[src/rtl/cnn_pkg.sv]
// Shared types for the convolution scan datapath: index/address widths and scan FSM encoding.
// No logic of its own; the address helper is pure combinational arithmetic.
// No backpressure; consumers decide when results are taken.
package cnn_pkg;

    localparam int IDX_W  = 4;
    localparam int ADDR_W = 8;

    typedef logic [IDX_W-1:0]  idx_t;
    typedef logic [ADDR_W-1:0] addr_t;

    typedef enum logic [2:0] {
        IDLE   = 3'd0,
        CLEAR  = 3'd1,
        MAC    = 3'd2,
        OUT    = 3'd3,
        FINISH = 3'd4
    } scan_state_t;

    // Row-major pixel address of tap (kr, kc) inside the window at (wi, wj).
    // Everything is kept in 8 bits; the image is limited to 256 pixels and
    // every dimension to 15 so nothing here can overflow.
    function automatic addr_t pix_addr_f(
        input idx_t  wi,
        input idx_t  wj,
        input idx_t  kr,
        input idx_t  kc,
        input addr_t cols
    );
        addr_t row;
        addr_t col;
        row = addr_t'(wi) + addr_t'(kr);
        col = addr_t'(wj) + addr_t'(kc);
        return addr_t'(row * cols) + col;
    endfunction

endpackage

[src/rtl/tap_counter.sv]
// Filter tap walker: steps (k_r, k_c) row-major over a K_ROWS x K_COLS kernel.
// Zero latency on the wrap flag (decoded from the count flops); count updates one cycle after en.
// No backpressure; clr wins over en, and the count returns to (0,0) after the last tap.
module tap_counter
    import cnn_pkg::*;
#(
    parameter int K_ROWS = 2,
    parameter int K_COLS = 2
) (
    input  logic       clk,
    input  logic       reset,
    input  logic       clr,
    input  logic       en,
    output idx_t       k_r,
    output idx_t       k_c,
    output logic       last
);

    localparam idx_t KR_MAX = idx_t'(K_ROWS - 1);
    localparam idx_t KC_MAX = idx_t'(K_COLS - 1);

    idx_t k_r_q, k_r_d;
    idx_t k_c_q, k_c_d;
    logic last_tap;

    assign last_tap = (k_r_q == KR_MAX) && (k_c_q == KC_MAX);

    // Next tap: column first, row on column wrap, back to origin after the final tap.
    always_comb begin
        k_r_d = k_r_q;
        k_c_d = k_c_q;
        if (clr) begin
            k_r_d = '0;
            k_c_d = '0;
        end else if (en) begin
            if (k_c_q == KC_MAX) begin
                k_c_d = '0;
                k_r_d = last_tap ? '0 : k_r_q + idx_t'(1);
            end else begin
                k_c_d = k_c_q + idx_t'(1);
            end
        end
    end

    // Tap count registers.
    always_ff @(posedge clk or posedge reset) begin
        if (reset) begin
            k_r_q <= '0;
            k_c_q <= '0;
        end else begin
            k_r_q <= k_r_d;
            k_c_q <= k_c_d;
        end
    end

    assign k_r  = k_r_q;
    assign k_c  = k_c_q;
    assign last = last_tap;

endmodule

[src/rtl/conv_scan_controller.sv]
// Convolution scan sequencer: walks every valid window, clearing, accumulating K_ROWS*K_COLS taps, then presenting each result.
// Latency: first result 6 cycles after start (defaults), K_ROWS*K_COLS+2 cycles per window when out_ready stays high.
// Backpressure: OUT holds out_valid with a stable window index until out_ready; abort cancels from any active state.
module conv_scan_controller
    import cnn_pkg::*;
#(
    parameter int IMG_ROWS = 3,
    parameter int IMG_COLS = 5,
    parameter int K_ROWS   = 2,
    parameter int K_COLS   = 2
) (
    input  logic              clk,
    input  logic              reset,
    input  logic              start,
    input  logic              abort,
    input  logic              out_ready,
    output logic [IDX_W-1:0]  win_i,
    output logic [IDX_W-1:0]  win_j,
    output logic [IDX_W-1:0]  k_r,
    output logic [IDX_W-1:0]  k_c,
    output logic [ADDR_W-1:0] pix_addr,
    output logic              acc_clr,
    output logic              mac_en,
    output logic              out_valid,
    output logic              busy,
    output logic              done
);

    // Dimensions are expected within 1..15 and IMG_ROWS*IMG_COLS <= 256 so
    // that the 4-bit indices and 8-bit address never wrap.
    localparam idx_t  WI_LAST = idx_t'(IMG_ROWS - K_ROWS);
    localparam idx_t  WJ_LAST = idx_t'(IMG_COLS - K_COLS);
    localparam addr_t COLS    = addr_t'(IMG_COLS);

    scan_state_t state_q, state_d;
    idx_t        win_i_q, win_i_d;
    idx_t        win_j_q, win_j_d;

    idx_t tap_r;
    idx_t tap_c;
    logic tap_last;
    logic tap_clr;
    logic tap_en;
    logic win_last;

    // Taps only advance in MAC; any other state (or an abort) parks them at
    // the origin so CLEAR always starts the next window from tap (0,0).
    assign tap_en  = (state_q == MAC);
    assign tap_clr = (state_q != MAC) || abort;

    tap_counter #(
        .K_ROWS (K_ROWS),
        .K_COLS (K_COLS)
    ) u_tap_counter (
        .clk   (clk),
        .reset (reset),
        .clr   (tap_clr),
        .en    (tap_en),
        .k_r   (tap_r),
        .k_c   (tap_c),
        .last  (tap_last)
    );

    assign win_last = (win_i_q == WI_LAST) && (win_j_q == WJ_LAST);

    // Next state and window position; abort overrides everything outside IDLE.
    always_comb begin
        state_d = state_q;
        win_i_d = win_i_q;
        win_j_d = win_j_q;
        unique case (state_q)
            IDLE: begin
                if (start) begin
                    state_d = CLEAR;
                    win_i_d = '0;
                    win_j_d = '0;
                end
            end
            CLEAR: begin
                state_d = MAC;
            end
            MAC: begin
                if (tap_last) begin
                    state_d = OUT;
                end
            end
            OUT: begin
                if (out_ready) begin
                    state_d = win_last ? FINISH : CLEAR;
                    if (win_j_q == WJ_LAST) begin
                        win_j_d = '0;
                        win_i_d = win_i_q + idx_t'(1);
                    end else begin
                        win_j_d = win_j_q + idx_t'(1);
                    end
                end
            end
            FINISH: begin
                state_d = IDLE;
            end
            default: begin
                state_d = IDLE;
            end
        endcase
        // Cancel leaves the window indices untouched: an aborted result is
        // never counted as handed off.
        if (abort && (state_q != IDLE)) begin
            state_d = IDLE;
            win_i_d = win_i_q;
            win_j_d = win_j_q;
        end
    end

    // State and window registers; reset drops any scan in progress.
    always_ff @(posedge clk or posedge reset) begin
        if (reset) begin
            state_q <= IDLE;
            win_i_q <= '0;
            win_j_q <= '0;
        end else begin
            state_q <= state_d;
            win_i_q <= win_i_d;
            win_j_q <= win_j_d;
        end
    end

    // Outputs decode flops only, so nothing here depends on an input this cycle.
    assign win_i     = win_i_q;
    assign win_j     = win_j_q;
    assign k_r       = tap_r;
    assign k_c       = tap_c;
    assign pix_addr  = pix_addr_f(win_i_q, win_j_q, tap_r, tap_c, COLS);
    assign acc_clr   = (state_q == CLEAR);
    assign mac_en    = (state_q == MAC);
    assign out_valid = (state_q == OUT);
    assign busy      = (state_q == CLEAR) || (state_q == MAC) || (state_q == OUT);
    assign done      = (state_q == FINISH);

endmodule

[config.mk]
export PLATFORM = sky130hd
export DESIGN_NAME = conv_scan_controller
export DESIGN_NICKNAME = d
export VERILOG_FILES = /design/src/rtl/cnn_pkg.sv /design/src/rtl/tap_counter.sv /design/src/rtl/conv_scan_controller.sv
export SDC_FILE = /design/constraint.sdc
export NUM_CORES = 1
export LEC_CHECK = 0
export ABC_AREA = 1
export BUFFER_PORTS_ARGS = -buffer_cell sky130_fd_sc_hd__buf_2
export CORE_ASPECT_RATIO = 0.9
export CORE_MARGIN = 1
export CORE_UTILIZATION = 50
export CTS_CLUSTER_SIZE = 10
export DETAILED_ROUTE_END_ITERATION = 8
export GPL_TIMING_DRIVEN = 0
export PLACE_DENSITY = 0.78
export SKIP_LAST_GASP = 1
export SYNTH_ARGS = -nofsm -noshare
export SYNTH_HDL_FRONTEND = slang
export SYNTH_SLANG_ARGS = --single-unit
[constraint.sdc]
create_clock -name clk -period 4.4 [get_ports clk]
set_clock_uncertainty 0.1 [all_clocks]
set_input_delay 0.88 -clock clk [delete_from_list [all_inputs] [get_ports clk]]
set_output_delay 0.88 -clock clk [all_outputs]
set_load 0.01 [all_outputs]
==> results by group, run 1 <==
Synthesis
  • Yosys warning count: 0
  • Yosys reg bits: 19
  • Register area share after synthesis: 26.5%
  • Post-synth top cells: nand2_1, inv_1, ha_1, nor2_1
  • Distinct cells, synth: 22
  • Syn nets: 276
  • Syn avg cell area: 7.60 sq um
  • Synth area leaders: dfrtp_1, ha_1, nand2_1
  • Top_reg_cell synth: dfrtp_1
  • Synth top area share: 26.5%
  • Leading area contributor after synthesis: dfrtp_1
  • EDFF count, synth: 0
  • Top-count cell post-synth: nand2_1
  • Async set or reset register ratio after synthesis: 100%
  • Synthesized area: 1790 sq um
  • Cells after Synth: 236

Worst setup path
  • Setup crit end kind: output port
  • Worst Path Max Fanout: 6
  • Crit path launch type: register
  • Reg2Reg Setup Slack: 2700 ps
  • Critical Path AT: 3640 ps
  • CP required: 3420 ps
  • Crit Path Category: register to output port

Floorplan
  • Die H: 58.8 microns
  • Initial Util: 52.7%
  • Row count: 20
  • Io pins: 34
  • Die area: 3830 sq um
  • Total core area: 3400 sq um
  • Die X: 65.1 microns

Flow run
  • Max_cap viols: 0

Timing
  • Setup TNS after final layout: -776 ps
  • Slew Limit Fails: 0
  • RSZ-0062 raised after global routing: true
  • Final setup vio count: 5
  • Worst-margin pin slew: 739 ps
  • Tcrit/Tclk final: 105%
  • Min cycle time layout: 4620 ps
  • Fin. Hold Viols: 0
  • Slew margin rel.: 50.7%
  • Setup WS post-layout: -218 ps
  • F_max: 217 MHz

Cells and area
  • Fill count: 274
  • Diodes inserted: 0
  • Layout cell share with drive strength beyond 1: 31.5%
  • Area Growth Syn to Fin: 29.7%
  • Net count, final: 327

Pwr
  • Peak supply drop: 0.000196 V
  • Leakage: 0.00138 uW
  • Sequential share of power: 28.1%
  • Power share of the clock group: 15.6%
  • Switch share: 46.0%
  • Internal power: 452 uW
  • Switch Pwr: 385 uW
  • Gate power share: 56.4%
  • Pwr Density: 360 nW/um^2
  • Power Total: 838 uW

Clock network
  • Clk Latency, worst-skew pair: 270 ps
  • H-tree levels: 1
  • Clock Path Buffers: 2
  • Worst-path clk slew: 80 ps
  • CTS Buf Count: 3
  • CTS tree: yes
  • Clk Tree Root Cell: clkbuf_8
  • Clock Sinks: 19
  • CTS Hold Buffers Added: 0

Route
  • Initial drt markers: 116
  • Via count: 1690
  • Vias/cell: 5.12
  • Detailed Route WL: 4.09 mm
  • WL per Instance: 12.4 microns
  • Residual DRC: 0
  • DRT antenna net count: 0
  • First drt pass iteration count: 4

Global routing
  • Antenna violations before repair: 0
  • Pin count of the biggest net entering global routing: 20
  • Global-route wire length before repair: 6.36 mm
  • Overflow after GRT: 0
  • Overall routing resource usage: 21.7%
  • Vias in the first global route: 1480

Place
  • Post-DP HPWL: 2.73 mm
  • Global placer's final weighted congestion: 0.875
  • Port Buffers: 33

Run status
  • Failing checks: negative setup slack
  • Status: finished, violations left

Hold path
  • HP Class: register to register
-- power groups by stage --
stage / Clock [uW] / Combinational (uW) / Sequential, uW
finish: 130 / 472 / 235
CTS: 132 / 446 / 237
global route: 137 / 530 / 239
detailed placement: 0 / 392 / 249
global placement: 0 / 383 / 247
floorplan: 0 / 284 / 244
-- what timing repair did --
action / CTS / global route
pin swaps: 17 / 10
resized for setup: 29 / 9
setup buffers: 7 / 6
endpoints found under the setup margin: 6 / 5
-- stage by stage --
step | utilization, % | hold WS, ps | setup slack, ps | instance area, sq um | cells
after CTS | 65.8 | 461 | -115 | 2240 | 324
after floorplan | - | 457 | 64.8 | 1790 | 236
final | 68.3 | 473 | -218 | 2320 | 330
after global routing | 68.3 | 491 | -335 | 2320 | 330
after detailed placement | 59.2 | 448 | -217 | 2010 | 313
after global placement | 59.2 | 439 | -169 | 2010 | 313
-- layer usage --
metal / GRT usage (%) / up-vias / share of wire (%)
met5: 0 / - / 0
met2: 37.2 / 43 / 49
met3: 3.10 / 7 / 3.4
met1: 28.4 / 793 / 46
met4: 7.14 / 0 / 1.2
li1: - / 847 / -
-- placed cells by master, fill, tap and decap left out, types with 2 or more instances in the layout --
master and instances:
nand3_2 3, buf_2 33, xnor2_1 4, dfrtp_1 13
ha_4 6, nand2_1 53, nand3_1 17, fa_2 2
nand2_4 2, a21oi_1 5, inv_1 34, dfrtp_2 6
nand4_1 6, o21ai_1 2, nor3_1 3, buf_4 13
inv_2 6, fa_1 4, xor2_1 5, xor2_2 2
o21ai_0 3, nor2_1 24, ha_1 23, nand2_2 6
clkbuf_8 3
-- worst paths after layout --
check | depth (start not counted) | startpoint | endpoint
max in group asynchronous | 2 | reset | win_i[0]$_DFFE_PP0P_
worst max register to register | 10 | u_tap_counter.k_c[1]$_DFFE_PP0P_ | u_tap_counter.k_r[0]$_DFFE_PP0P_
min in group asynchronous | 2 | reset | state_q[0]$_DFFE_PP0P_
worst max-delay path | 13 | win_i[0]$_DFFE_PP0P_ | pix_addr[4]
worst min register to register | 1 | u_tap_counter.k_c[0]$_DFFE_PP0P_ | u_tap_counter.k_c[0]$_DFFE_PP0P_
worst min-delay path | 1 | u_tap_counter.k_c[0]$_DFFE_PP0P_ | u_tap_counter.k_c[0]$_DFFE_PP0P_
-- critical path, stage by stage, from the launching register on --
cell     delay (ps)
dfrtp_2         440
ha_4            180
fa_2            420
xor2_2          270
ha_4            170
inv_2            40
fa_1            460
fa_1            540
inv_2            50
ha_4            260
buf_4           150
a31oi_4         120
xnor2_1         120
buf_2           150
-- cell type report --
cell class	count	area [sq um]	share of cell area (%)
Multi-Input combinational cell	176	1310	56.5
Sequential cell	19	483	20.8
Timing Repair Buffer	46	263	11.3
Inverter	40	150	6.46
Tap cell	44	55.1	2.37
Clock buffer	3	41.3	1.78
Buffer	1	11.3	0.484
Clock inverter	1	7.51	0.323
-- sequential cells by signal, summed over array words and instances, names as in the netlist --
| register | cells |
|---|---|
| u_tap_counter.k_r | 4 |
| win_i | 4 |
| u_tap_counter.k_c | 4 |
| win_j | 4 |
| state_q | 3 |
-- cell families after synthesis --
| kind of cell | after synthesis | synth area share (%) |
|---|---|---|
| simple gates | 117 | 28.5 |
| buf+inv | 41 | 9.00 |
| fa+ha+maj | 35 | 26.9 |
| flops | 19 | 26.5 |
| compound gates | 13 | 3.70 |
| xor+xnor | 11 | 5.37 |
Note: power is estimated with default switching activity, not from simulation.
==> run 2: changes to the inputs <==
Clock period 4.4 ns to 3.7 ns, I/O delays scaled along.
==> run 2 against run 1 <==
  * The run still ends with negative setup slack left
  * Hold slack worse by 23 ps
  * Design area down 2.4%
  * Final cell count down 0.91%
  * Sequential cell count unchanged
  * Global-route usage up 0.51 points
  * Core utilization down 1.6 points
  * Via count down 0.12%
==> results by group, run 2 (synthesis gave the netlist of run 1 again) <==
Timing
  • Tcrit/Tclk final: 118%
  • F_max: 230 MHz
  • Setup WS post-layout: -648 ps (-430 ps)
  • Worst-margin pin slew: 717 ps (-22.4 ps)
  • Slew Limit Fails: 0 (unchanged)
  • RSZ-0062 raised after global routing: true
  • Final setup vio count: 6 (+1)
  • Slew margin rel.: 52.2% (+1.5 points)
  • Min cycle time layout: 4350 ps
  • Fin. Hold Viols: 0 (unchanged)
  • Setup TNS after final layout: -3330 ps (-2550 ps)

Pwr
  • Peak supply drop: 0.000275 V (+40%)
  • Power Total: 966 uW (+15%)
  • Leakage: 0.00135 uW (-2.8%)
  • Pwr Density: 426 nW/um^2 (+18%)

Place
  • Placed Cells: 313 (unchanged)
  • Global placer's final weighted congestion: 0.898 (+2.7%)
  • Post-DP HPWL: 2.89 mm (+5.9%)
  • Port Buffers: 33 (unchanged)
  • Area after DPL: 2100 sq um (+4.5%)

Floorplan
  • Initial Util: 52.7% (unchanged)
  • Io pins: 34 (unchanged)
  • Total core area: 3400 sq um (unchanged)
  • Die X: 65.1 microns (unchanged)
  • Row count: 20 (unchanged)
  • Die H: 58.8 microns (unchanged)
  • Die area: 3830 sq um (unchanged)

Worst setup path
  • CP required: 2860 ps (-560 ps)
  • Reg2Reg Setup Slack: 2030 ps (-670 ps)
  • Crit path launch type: register
  • Setup crit end kind: output port
  • WP buf/inv: 3 (-1)
  • Family with the most delay on the worst path: adder cells
  • Worst Path Max Fanout: 6 (unchanged)
  • Critical Path, Cell by Cell: ha_4, a21oi_2, nand2_2, xor2_4, ha_4, inv_2, fa_1, fa_1, inv_2, ha_4, nand2_1, nand2_1, nand2_1, nand3_2, xor2_2, buf_2
  • Slowest stage cell, crit path: fa_1
  • Crit Path Category: register to output port
  • Critical Path AT: 3510 ps (-130 ps)
  • Slowest stage delay, CP: 500 ps (-40 ps)

Cells and area
  • Net count, final: 324 (-0.92%)
  • Most frequent cells in the layout: nand2_1, inv_1, buf_2
  • Commonest non-fill, non-tap cell in the layout: nand2_1
  • Layout cell share with drive strength beyond 1: 29.0% (-2.5 points)
  • Fin area: 2270 sq um (-2.4%)
  • Diodes inserted: 0 (unchanged)
  • Non-filler instance count after layout: 327 (-0.91%)
  • Area Growth Syn to Fin: 26.6%

Run status
  • Failing checks: negative setup slack
  • Status: finished, violations left

Route
  • Met2 wire len: 1.78 mm (-11%)
  • Residual DRC: 0 (unchanged)
  • Top layer in use: met4
  • Initial drt markers: 66 (-43%)
  • Vias/cell: 5.16 (+0.80%)
  • Metal3 WL: 157 microns (+11%)
  • DRT antenna net count: 0 (unchanged)
  • Post-Route M1 WL: 1.75 mm (-7.6%)
  • First drt pass iteration count: 5 (+1)
  • Via count: 1688 (-0.12%)
  • Detailed Route WL: 3.76 mm (-8.1%)
  • WL per Instance: 11.5 microns (-7.3%)

Clock network
  • Clk Latency, worst-skew pair: 260 ps (about the same)
  • Clock Path Buffers: 2 (unchanged)
  • Clock Sinks: 19 (unchanged)
  • Clk Tree Root Cell: clkbuf_8
  • H-tree levels: 1 (unchanged)
  • CTS tree: yes
  • CTS Buf Count: 3 (unchanged)
  • Worst-path clk slew: 80 ps (about the same)

Global routing
  • Antenna violations before repair: 0 (unchanged)
  • Vias in the first global route: 1486 (+0.41%)
  • Overflow after GRT: 0 (unchanged)
  • Overall routing resource usage: 22.2% (+0.51 points)
  • Pin count of the biggest net entering global routing: 20 (unchanged)
  • Global-route wire length before repair: 6.51 mm (+2.3%)

Hold path
  • HP Class: register to register

Flow run
  • Max_cap viols: 0 (unchanged)
-- run 2: cell types whose count changed in the layout (fill, tap and decap cells not counted), moves of 2 or more --
| cell | previous run | this run |
|---|---|---|
| buf_4 | 13 | 9 |
| buf_6 | 1 | 3 |
| ha_4 | 6 | 4 |
| inv_1 | 34 | 36 |
| inv_2 | 6 | 4 |
| nand2_4 | 2 | 0 |
| xor2_1 | 5 | 3 |
-- run 2: area by class of cell --
class,instances,area (sq um)
Buffer,1,11.3
Clock buffer,4,45.0
Fill cell,296,1130
Inverter,40,150
Multi-Input combinational cell,176,1270
Sequential cell,19,483
Tap cell,44,55.1
Timing Repair Buffer,43,250
-- run 2: final timing paths --
path / depth (start not counted) / start / endpoint
setup / recovery: 16 / u_tap_counter.k_r[2]$_DFFE_PP0P_ / pix_addr[6]
hold / removal: 1 / u_tap_counter.k_c[0]$_DFFE_PP0P_ / u_tap_counter.k_c[0]$_DFFE_PP0P_
setup reg to reg: 10 / u_tap_counter.k_c[1]$_DFFE_PP0P_ / u_tap_counter.k_r[0]$_DFFE_PP0P_
hold reg to reg: 1 / u_tap_counter.k_c[0]$_DFFE_PP0P_ / u_tap_counter.k_c[0]$_DFFE_PP0P_
max in group asynchronous: 2 / reset / u_tap_counter.k_r[0]$_DFFE_PP0P_
min in group asynchronous: 2 / reset / state_q[0]$_DFFE_PP0P_
-- run 2: routing by layer --
layer | vias up | track usage, %
met5 | - | 0
met2 | 43 | 38.8
met1 | 796 | 29.0
li1 | 840 | -
met3 | 9 | 1.94
met4 | 0 | 7.76
-- run 2: report_power, final --
| part | total, uW | internal [uW] | switching, uW |
|---|---|---|---|
| Sequential | 282 | 237 | 45.0 |
| Clock | 145 | 76.6 | 68.5 |
| Combinational | 538 | 217 | 322 |
-- run 2: worst register-to-register path, cell delays in order, from the launching register on --
cell,delay [ps]
dfrtp_1,400
inv_1,110
ha_1,150
nand2_1,50
nor2_1,210
inv_1,70
nand2_1,210
inv_1,110
nor2_1,90
nand2_1,50
nand2_1,60
-- run 2: what timing repair did --
item                       CTS  global route
gates cloned                 0             0
pin swaps                    2             3
hold buffers                 0             0
gates resized for setup      8             3
setup buffers                9             1
setup endpoints to repair    6             6
-- run 2: stage by stage --
| step | setup WS [ps] | util [%] | hold slack, ps |
|---|---|---|---|
| floorplan | -223 | - | 457 |
| global placement | -458 | 61.8 | 447 |
| detailed placement | -479 | 61.8 | 449 |
| CTS | -649 | 66.2 | 458 |
| global route | -815 | 66.7 | 539 |
| finish | -648 | 66.7 | 450 |
==> run 3: changes to the inputs <==
Settings changed: ABC_AREA 1 to unset, BUFFER_PORTS_ARGS -buffer_cell sky130_fd_sc_hd__buf_2 to unset, CORE_UTILIZATION 50 to 57, DONT_BUFFER_PORTS set to 1, PLACE_DENSITY 0.78 to 0.84.
==> run 3 against run 2 <==
  * The flow still finishes with violations (negative setup slack)
  * Core utilization up 3.6 points
  * Design area down 12%
  * Highest routed layer unchanged
  * Non-clock buffer count down 34
  * Combinational power down 57%
  * Register-to-register slack worse by 640 ps
  * Routed wire length up 7.0%
  * Count of clock-buffer cells in the layout unchanged
  * Via count down 17%
  * Hold slack worse by 120 ps
  * Clock power down 26%
  * Setup slack worse by 380 ps
==> results by group, run 3 <==
Run status
  • Status: finished, violations left
  • Failing checks: negative setup slack

Route
  • Residual DRC: 0 (unchanged)
  • Detailed Route WL: 4.02 mm (+7.0%)
  • DRT antenna net count: 0 (unchanged)
  • Met2 wire len: 2.00 mm (+13%)
  • Top layer in use: met4
  • Post-Route M1 WL: 1.57 mm (-10%)
  • Vias/cell: 5.91 (+15%)
  • Initial drt markers: 78 (+18%)
  • Metal3 WL: 305 microns (+94%)
  • Via count: 1407 (-17%)
  • First drt pass iteration count: 4 (-1)
  • WL per Instance: 16.9 microns (+47%)

Place
  • Global placer's final weighted congestion: 0.826 (-8.0%)
  • Post-DP HPWL: 2.85 mm (-1.5%)
  • Port Buffers: 0 (-100%)
  • Area after DPL: 1840 sq um (-12%)

Pwr
  • Power Total: 594 uW (-39%)
  • Switch share: 39.7% (-5.3 points)
  • Leakage: 0.000994 uW (-26%)
  • Switch Pwr: 236 uW (-46%)
  • Gate power share: 38.9% (-17 points)
  • Internal power: 358 uW (-33%)
  • Peak supply drop: 0.000264 V (-4.0%)
  • Power share of the clock group: 18.0% (+3.0 points)
  • Pwr Density: 298 nW/um^2 (-30%)
  • Sequential share of power: 43.1% (+14 points)

Timing
  • Final setup vio count: 6 (unchanged)
  • Setup WS post-layout: -1030 ps (-379 ps)
  • Tcrit/Tclk final: 128% (+10 points)
  • Fin. Hold Viols: 0 (unchanged)
  • F_max: 212 MHz (-8.0%)
  • RSZ-0062 raised after global routing: true
  • Slew Limit Fails: 0 (unchanged)
  • Worst-margin pin slew: 727 ps (+10.2 ps)
  • Slew margin rel.: 51.5% (-0.68 points)
  • Min cycle time layout: 4730 ps (+379 ps)

Global routing
  • Overflow after GRT: 0 (unchanged)
  • Overall routing resource usage: 27.6% (+5.4 points)
  • Antenna violations before repair: 0 (unchanged)
  • Vias in the first global route: 1363 (-8.3%)
  • Global-route wire length before repair: 6.48 mm (-0.42%)
  • Pin count of the biggest net entering global routing: 20 (unchanged)

Synthesis
  • Top_reg_cell synth: dfrtp_1
  • Synth top area share: 27.2% (+0.66 points)
  • Cells after Synth: 188 (-20%)
  • Top-count cell post-synth: ha_1
  • Synth area leaders: dfrtp_1, ha_1, fa_1
  • Distinct cells, synth: 45 (+100%)
  • Async set or reset register ratio after synthesis: 100% (unchanged)
  • Leading area contributor after synthesis: dfrtp_1
  • Register area share after synthesis: 27.2% (+0.66 points)
  • EDFF count, synth: 0 (unchanged)
  • Post-synth top cells: ha_1, inv_1, dfrtp_1, nor2_1, nand2_1
  • Syn avg cell area: 9.30 sq um (+22%)
  • Synthesized area: 1750 sq um (-2.4%)
  • Yosys reg bits: 19 (unchanged)
  • Syn nets: 228 (-17%)
  • Yosys warning count: 0 (unchanged)

Clock network
  • H-tree levels: 1 (unchanged)
  • CTS tree: yes
  • Clock Sinks: 19 (unchanged)
  • Worst-path clk slew: 110 ps (+30 ps)
  • Clock Path Buffers: 2 (unchanged)
  • Clk Latency, worst-skew pair: 300 ps (+40 ps)
  • CTS Hold Buffers Added: 0 (unchanged)
  • Clk Tree Root Cell: clkbuf_4
  • CTS Buf Count: 3 (unchanged)

Floorplan
  • Initial Util: 61.6% (+9.0 points)
  • Die X: 60.4 microns (-7.3%)
  • Row count: 18 (-10%)
  • Die H: 54.6 microns (-7.2%)
  • Total core area: 2840 sq um (-17%)
  • Io pins: 34 (unchanged)
  • Die area: 3290 sq um (-14%)

Cells and area
  • Layout cell share with drive strength beyond 1: 21.7% (-7.3 points)
  • Net count, final: 239 (-26%)
  • Area Growth Syn to Fin: 14.1%
  • Fin area: 2000 sq um (-12%)
  • Diodes inserted: 0 (unchanged)
  • Fill count: 213 (-28%)
  • Commonest non-fill, non-tap cell in the layout: ha_1
  • Area occupied by registers: 483 sq um (unchanged)
  • Most frequent cells in the layout: ha_1, inv_1, nor2_1
  • Area of the multi-input gates: 1260 sq um (-0.79%)

Worst setup path
  • CP required: 2860 ps (about the same)
  • Crit Path Category: register to output port
  • Crit path launch type: register
  • Critical Path AT: 3890 ps (+380 ps)
  • Worst Path Max Fanout: 7 (+1)
  • R2r worst-path depth: 5 (-5)
  • Setup crit end kind: output port

Hold path
  • HP Class: input pin to async pin

Flow run
  • Max_cap viols: 0 (unchanged)
-- run 3: changes by cell type in the layout (fill, tap and decap cells not counted), moves of 4 or more --
cell	change
nor2_1	-9
nand4_1	-4
nand3_1	-14
nand2_1	-40
or3_1	+4
nand2_2	-7
inv_1	-13
buf_2	-30
-- run 3: layer usage --
layer | vias up | GRT usage (%)
li1 | 663 | -
met1 | 663 | 33.2
met2 | 67 | 47.1
met3 | 14 | 8.04
met4 | 0 | 10.1
met5 | - | 0
-- run 3: per-stage QoR --
step | instances | hold slack (ps) | setup TNS [ps] | utilization, % | worst slack, ps
2_1_floorplan | 188 | 447 | -1410 | - | -388
3_3_place_gp | 228 | 475 | -2300 | 64.9 | -567
3_5_place_dp | 228 | 505 | -2800 | 64.9 | -662
4_1_cts | 236 | 356 | -4610 | 67.9 | -961
5_1_grt | 238 | 372 | -5550 | 70.3 | -1140
6_report | 238 | 332 | -4830 | 70.3 | -1030
-- run 3: final cells by class --
type                    instances  share of cell area [%]
inverters                      27                    5.08
clock buffers                   4                    1.32
plain buffers                   4                    1.07
repair buffers                  6                    2.45
flip-flops and latches         19                    24.2
multi-input cells             138                    63.4
well taps                      40                    2.51
-- run 3: final timing paths --
| kind | startpoint | endpoint | slack [ps] |
|---|---|---|---|
| worst min register to register | u_tap_counter.k_c[0]$_DFFE_PP0P_ | u_tap_counter.k_c[0]$_DFFE_PP0P_ | 520 |
| worst max register to register | win_j[0]$_DFFE_PP0P_ | win_i[3]$_DFFE_PP0P_ | 1390 |
| worst min-delay path | reset | win_i[0]$_DFFE_PP0P_ | 330 |
| max in group asynchronous | reset | u_tap_counter.k_r[2]$_DFFE_PP0P_ | 2670 |
| worst max-delay path | u_tap_counter.k_r[1]$_DFFE_PP0P_ | pix_addr[7] | -1030 |
| min in group clk | abort | state_q[1]$_DFFE_PP0P_ | 400 |
-- run 3: worst max-delay path, stage by stage (launching register included) --
cell and delay, ps:
dfrtp_2 510, ha_4 260, a21o_1 160, a21oi_2 190
xnor2_2 180, ha_1 290, inv_2 60, fa_1 420
fa_1 520, inv_2 50, ha_4 270, a21oi_2 60
o211ai_1 190, a21oi_1 130, xnor2_1 280
-- run 3: cell families after synthesis --
family	synth area share, %
muxes	1.22
xor gates and xnor gates	5.01
buffers and inverters	7.01
adders and majority gates	27.6
and+or+nand+nor	19.6
AOI/OAI and AO/OA	12.4
DFF	27.2
-- run 3: power by group through the flow --
stage	sequential [uW]	clock, uW	combinational, uW
2_1_floorplan	252	0	189
3_3_place_gp	257	0	215
3_5_place_dp	259	0	225
4_1_cts	255	107	227
5_1_grt	259	119	263
6_report	256	107	231
-- run 3: timing repair --
item,CTS,global route
endpoints found under the hold margin,0,0
setup buffers,4,2
resized for setup,4,10
setup endpoints to repair,6,6
pin swaps,16,14
